--- src/rtl/permutation_round_scheduler.sv ---
// Round sequencer for the Ascon permutation datapath: walks the round index for
// p12 (0..11) or p6 (6..11) and drives datapath input-select and state enable.
module permutation_round_scheduler #(
  parameter int unsigned ROUND_W       = 4,
  parameter int unsigned LAST_ROUND    = 11,
  parameter int unsigned FIRST_ROUND_A = 0,
  parameter int unsigned FIRST_ROUND_B = 6
) (
  input  logic               clock_i,
  input  logic               reset_i,
  input  logic               start_i,
  input  logic               mode_i,
  input  logic               stall_i,
  output logic [ROUND_W-1:0] round_o,
  output logic               state_sel_o,
  output logic               state_en_o,
  output logic               busy_o,
  output logic               done_o
);

  typedef enum logic [1:0] {
    IDLE = 2'd0,
    RUN  = 2'd1,
    DONE = 2'd2
  } state_e;

  localparam logic [ROUND_W-1:0] LastRound  = ROUND_W'(LAST_ROUND);
  localparam logic [ROUND_W-1:0] FirstRndA  = ROUND_W'(FIRST_ROUND_A);
  localparam logic [ROUND_W-1:0] FirstRndB  = ROUND_W'(FIRST_ROUND_B);

  state_e               state_q, state_d;
  logic [ROUND_W-1:0]   round_q, round_d;
  logic                 first_q, first_d;

  // State, round counter and first-round flag registers
  always_ff @(posedge clock_i) begin
    if (reset_i) begin
      state_q <= IDLE;
      round_q <= '0;
      first_q <= 1'b0;
    end else begin
      state_q <= state_d;
      round_q <= round_d;
      first_q <= first_d;
    end
  end

  // Next-state: a start is accepted from IDLE or DONE; stalls freeze RUN
  always_comb begin
    state_d = state_q;
    round_d = round_q;
    first_d = first_q;
    unique case (state_q)
      IDLE: begin
        if (start_i) begin
          state_d = RUN;
          round_d = mode_i ? FirstRndA : FirstRndB;
          first_d = 1'b1;
        end
      end
      RUN: begin
        if (!stall_i) begin
          first_d = 1'b0;
          if (round_q == LastRound) begin
            state_d = DONE;
          end else begin
            round_d = round_q + ROUND_W'(1);
          end
        end
      end
      DONE: begin
        if (start_i) begin
          state_d = RUN;
          round_d = mode_i ? FirstRndA : FirstRndB;
          first_d = 1'b1;
        end else begin
          state_d = IDLE;
          round_d = '0;
          first_d = 1'b0;
        end
      end
      default: begin
        state_d = IDLE;
        round_d = '0;
        first_d = 1'b0;
      end
    endcase
  end

  // Outputs decode registered state; state_en_o alone follows stall_i so a
  // stalled cycle never loads the state register.
  always_comb begin
    round_o     = round_q;
    busy_o      = 1'b0;
    done_o      = 1'b0;
    state_sel_o = 1'b0;
    state_en_o  = 1'b0;
    unique case (state_q)
      RUN: begin
        busy_o      = 1'b1;
        state_sel_o = first_q;
        state_en_o  = ~stall_i;
      end
      DONE: begin
        done_o = 1'b1;
      end
      default: begin
      end
    endcase
  end

endmodule
--- config.mk ---
export PLATFORM = sky130hd
export DESIGN_NAME = permutation_round_scheduler
export DESIGN_NICKNAME = d
export VERILOG_FILES = /design/src/rtl/permutation_round_scheduler.sv
export SDC_FILE = /design/constraint.sdc
export NUM_CORES = 1
export LEC_CHECK = 0
export ABC_CLOCK_PERIOD_IN_PS = 1400
export BUFFER_PORTS_ARGS = -buffer_cell sky130_fd_sc_hd__clkbuf_2
export CORE_UTILIZATION = 25
export CTS_CLUSTER_SIZE = 24
export DETAILED_ROUTE_END_ITERATION = 8
export PLACE_DENSITY = 0.53
export RECOVER_POWER = 25
export SETUP_SLACK_MARGIN = 0.02
export SYNTH_ARGS = -nofsm -noshare
export SYNTH_HDL_FRONTEND = slang
export SYNTH_SLANG_ARGS = --single-unit
export TNS_END_PERCENT = 10
--- constraint.sdc ---
create_clock -name clock_i -period 1.4 [get_ports clock_i]
set_input_delay 0.07 -clock clock_i [delete_from_list [all_inputs] [get_ports clock_i]]
set_output_delay 0.07 -clock clock_i [all_outputs]
set_load 0.01 [all_outputs]
==> reports/qor.txt, run 1 <==
Clock insertion delay at the later pin of the skew report: 250 ps
Via count: 383
Hold Path Class: input pin to flip-flop
Area contributors post-synth: dfxtp_1 35%, a21oi_1 5.0%, nor3_2 5.0%
Final Cycle Share: 92.9%
Run status: finished, final reports clean
Leakage: 0.000220 µW
CP arrival: 1440 ps
Drt initial violations: 5
Met1 wire length: 451 µm
Main flop type after synthesis: dfxtp_1
Core ar.: 1510 µm²
CTS buffer count: 3
Setup violators final: 0
Tot GR Track Use: 12.1%
Worst-path fanout max: 4
Most instantiated cells after synthesis: 7 x dfxtp_1, 4 x a21oi_1, 3 x nor2_1
Detail Route Antenna Nets: 0
Worst EP required: 1540 ps
Vias per cell: 4.97
Largest net degree at the start of global routing: 9
Max-Cap Viols: 0
Number of synthesized flops with an enable pin: 0
Crit Path Class: flip-flop to flip-flop
DRC: 0
Post-synth top area share: 34.7%
DR top layer: met4
Largest area contributor in the netlist: dfxtp_1
Element type at the critical path start: flip-flop
Worst slew pin tran: 281 ps
Netlist cell types: 28
DRT Pass-1 Iters: 4
Global-route wire length before repair: 1550 µm
Wire per inst: 11.7 µm
Post-route setup TNS: 0 ps
Register area share after synthesis: 34.7%
Clock Sinks: 7
H-Tree Depth: 1
Die X-Extent: 42.2 µm
Vias in the first global route: 358
HPWL after DPL: 667 µm
Layout cells sized above 1: 41.0%
Mapped Nets: 49
Routability cong.: 0.715
CTS tree: yes
Post-route insts no fill: 77
Dpl cells: 72
Drt total wl: 904 µm
Bufs on Longest Clock Path: 2
Netlist area before placement: 404 µm²
Die area: 1780 µm²
Max transition margin: 81.2%
Antenna cells: 0
GRT overflow: 0
Yosys warns: 0
Area after DPL: 492 µm²
Fmax: 769 MHz
P&R area growth vs syn: 30.3%
Final instance area: 527 µm²
Clock Skews: 1.30 ps
Flops & latches, synth: 7
Hold Fails Final Rpt: 0
Clock Root Buffer: clkbuf_4
Minimum clock period after layout: 1300 ps
Nets: 68
Slew Limit Fails: 0
RSZ-0062 raised after global routing: false
DR WL met2: 353 µm
Ports: 13
IO buf count: 12
Die Span Y: 42.2 µm
Asr flop ratio synth: 0%
Type of destination of the critical path: flip-flop
Top-count cell post-synth: dfxtp_1
Peak supply drop: 0.000436 V
Power density over the cells: 973 nW/µm²
Starting density of the core: 26.8%
Synth Instances: 43
Clock transition at path regs: 50 ps
WL met3: 56 µm
Row count: 14
Mean area per synthesized cell: 9.40 µm²
Initial antenna violation count: 0
[routing by layer]
layer | vias up | track usage [%]
met5 | - | 0
li1 | 195 | -
met1 | 168 | 16.4
met3 | 4 | 1.72
met4 | 0 | 13.1
met2 | 16 | 15.1
[final cells by class]
| type | instances | area (µm²) |
|---|---|---|
| clock buffer | 4 | 26.3 |
| fill | 168 | 980 |
| inverter | 2 | 7.51 |
| multi-input combinational | 34 | 256 |
| sequential | 7 | 145 |
| tap | 16 | 20.0 |
| timing repair buffer | 14 | 71.3 |
[worst max-delay path: stages, from the launching register on]
cell and delay, ps:
dfxtp_1 330, ha_1 230, nand3b_1 160, o32ai_2 120
a211oi_1 290, nor3_2 60
[repair_timing]
action | in CTS | in global routing
hold buffers | 0 | 0
gates resized for setup | 2 | 2
setup endpoints to repair | 1 | 1
buffers inserted | 0 | 1
[sequential cells by signal, indices dropped and copies added, names as in the netlist]
signal,flops
round_o,4
state_q,2
first_q,1
[report_power, final]
part	total (µW)	switching, µW	internal [µW]
Sequential	222	11.3	211
Combinational	101	51.7	49.3
Clock	189	79.8	109
[logic make-up (layout without fill, tap and decap cells)]
family / after synthesis / after routing / share of synthesized area (%)
compound gates: 10 / 10 / 18.6
xor+xnor: 2 / 2 / 4.34
fa+ha+maj: 1 / 1 / 3.10
buf+inv: 2 / 20 / 1.86
flops: 7 / 7 / 34.7
simple gates: 21 / 21 / 37.5
[worst paths after layout]
path         depth (start not counted)        from  slack (ps)    endpoint
max reg2reg                          5  round_o[1]         100  round_o[1]
min reg2reg                          2     first_q         490     first_q
min                                  2     stall_i          80  state_q[1]
max                                  5  round_o[1]         100  round_o[1]
[per-stage QoR]
step | util [%] | total power (µW) | hold slack, ps | setup slack (ps)
after floorplan | - | 290 | 139 | 145
after global placement | 32.6 | 326 | 356 | 134
after detailed placement | 32.6 | 326 | 356 | 114
after CTS | 34.6 | 520 | 74.7 | 45.7
after global routing | 35.0 | 542 | 98.6 | 22.8
final | 35.0 | 512 | 82.7 | 99.7
[layout by cell type, fill, tap and decap left out, types with 2 or more instances in the layout]
cell type  Yosys  layout
clkbuf_2       0       8
nor4_1         2       2
nor2b_1        2       2
dfxtp_1        7       5
nor2_1         3       3
clkbuf_4       0       3
a21oi_1        4       4
buf_4          0       2
clkbuf_1       0       4
nor3_2         2       2
nand3b_1       2       2
Note: power is estimated with default switching activity, not from simulation.
==> inputs of run 2 (changes only) <==
--- a/config.mk
+++ b/config.mk
@@ -10,7 +10,6 @@
 export CORE_UTILIZATION = 25
 export CTS_CLUSTER_SIZE = 24
 export DETAILED_ROUTE_END_ITERATION = 8
-export PLACE_DENSITY = 0.53
 export RECOVER_POWER = 25
 export SETUP_SLACK_MARGIN = 0.02
 export SYNTH_ARGS = -nofsm -noshare
==> run 2 against run 1 <==
  * Worst setup slack worse by 8.6 ps
  * Largest power group unchanged
  * Critical endpoint unchanged
  * Flip-flop and latch count unchanged
  * Core utilization increased by 0.083 points
  * Critical path depth did not move
  * Largest cell class unchanged
  * Maximum frequency is 0.66% lower
  * Clock-buffer cell count stayed put
  * Final cell count stayed put
  * Sequential share of layout area shrank 0.30 points
  * Via count down 0.78%
  * Routed wire length rose by 4.1%
  * Clock skew is 1.1 ps lower
  * Global-route usage is 0.27 points lower
==> reports/qor.txt, run 2 (same netlist as run 1, synthesis figures left out) <==
Drt initial violations: 5
Register area: 144 µm²
Peak supply drop: 0.000294 V
Core ar.: 1510 µm²
RSZ-0062 raised after global routing: false
CP arrival: 1450 ps
H-Tree Depth: 1
Ports: 13
Post-route setup TNS: 0 ps
Final Cycle Share: 93.5%
Slew Limit Fails: 0
Final instance area: 528 µm²
Global-route wire length before repair: 1550 µm
Footprint of the multi-input gates: 256 µm²
Detail Route Antenna Nets: 0
Hold Fails Final Rpt: 0
Row count: 14
Worst EP required: 1540 ps
Most common cell after layout, fill and taps aside: clkbuf_2
Element type at the critical path start: flip-flop
Worst slew pin tran: 279 ps
Nets: 68
Wire per inst: 12.2 µm
Area after DPL: 492 µm²
Clock Sinks: 7
Max transition margin: 81.2%
Commonest cells after routing, fill and taps aside: 9 x clkbuf_2, 6 x dfxtp_1, 4 x a21oi_1, 4 x clkbuf_1
CTS tree: yes
GRT overflow: 0
Layout cells sized above 1: 39.3%
Crit Path Class: flip-flop to flip-flop
DR top layer: met3
P&R area growth vs syn: 30.6%
Final Total Pwr: 517 µW
Power density over the cells: 979 nW/µm²
Clock Root Buffer: clkbuf_4
Bufs on Longest Clock Path: 2
Worst-path fanout max: 5
Clock Skews: 0.151 ps
Antenna cells: 0
Tot GR Track Use: 11.8%
Met1 wire length: 462 µm
Minimum clock period after layout: 1310 ps
Die area: 1780 µm²
Fmax: 764 MHz
Die X-Extent: 42.2 µm
Die Span Y: 42.2 µm
Max-Cap Viols: 0
Filler cell count: 164
DRT Pass-1 Iters: 4
Via count: 380
Initial antenna violation count: 0
Starting density of the core: 26.8%
Clock transition at path regs: 60 ps
DRC: 0
IO buf count: 12
Routability cong.: 0.782
Vias per cell: 4.94
DR WL met2: 418 µm
Hold Path Class: input pin to flip-flop
Run status: finished, final reports clean
Drt total wl: 941 µm
Largest net degree at the start of global routing: 8
HPWL after DPL: 699 µm
Setup violators final: 0
Clock insertion delay at the later pin of the skew report: 250 ps
Final core utilization: 35.0%
Leakage: 0.000218 µW
Largest register FFs: 4
Type of destination of the critical path: flip-flop
CTS buffer count: 3
Vias in the first global route: 354
WL met3: 60 µm
-- run 2: cell types whose count changed in the layout (fill, tap and decap cells not counted), sizes merged --
cell    delta
buf        -1
clkbuf     +1
-- run 2: worst paths after layout --
| check | depth (start not counted) | endpoint | slack [ps] | startpoint |
|---|---|---|---|---|
| max | 5 | round_o[1] | 90 | round_o[0] |
| min | 2 | state_q[0] | 70 | reset_i |
| max reg2reg | 5 | round_o[1] | 90 | round_o[0] |
| min reg2reg | 2 | first_q | 500 | first_q |
-- run 2: critical path, cell delays in order, from the launching register on --
cell and delay, ps:
dfxtp_1 400, ha_1 230, nand3b_1 150, o32ai_2 200
and2b_1 180, nor3_2 40
-- run 2: metrics by stage --
step / hold slack [ps] / std cells / setup slack (ps)
6_report: 72.3 / 77 / 91.1
5_1_grt: 81.3 / 77 / 27.4
4_1_cts: 72.0 / 76 / 50.0
3_5_place_dp: 356 / 72 / 101
3_3_place_gp: 357 / 72 / 158
2_1_floorplan: 139 / 43 / 145
-- run 2: layer usage --
metal,vias up,track usage (%)
li1,196,-
met1,171,15.0
met2,13,16.6
met3,0,5.60
met4,0,5.63
met5,-,0
-- run 2: cell type report --
type / count / share of cell area (%)
sequential: 7 / 27.3
timing repair buffer: 14 / 13.5
tap: 16 / 3.79
clock buffer: 4 / 4.98
inverter: 2 / 1.90
multi-input combinational: 34 / 48.6
-- run 2: what timing repair did --
action	in CTS	in global routing
hold buffers	0	0
buffers inserted	0	1
setup endpoints to repair	1	1
resized for setup	1	2
-- run 2: power breakdown --
part | internal, µW | switching, µW | leakage [µW]
sequential | 211 | 12.8 | 0.0000580
clock | 109 | 83.0 | 0.0000150
combinational | 48.7 | 52.0 | 0.000145
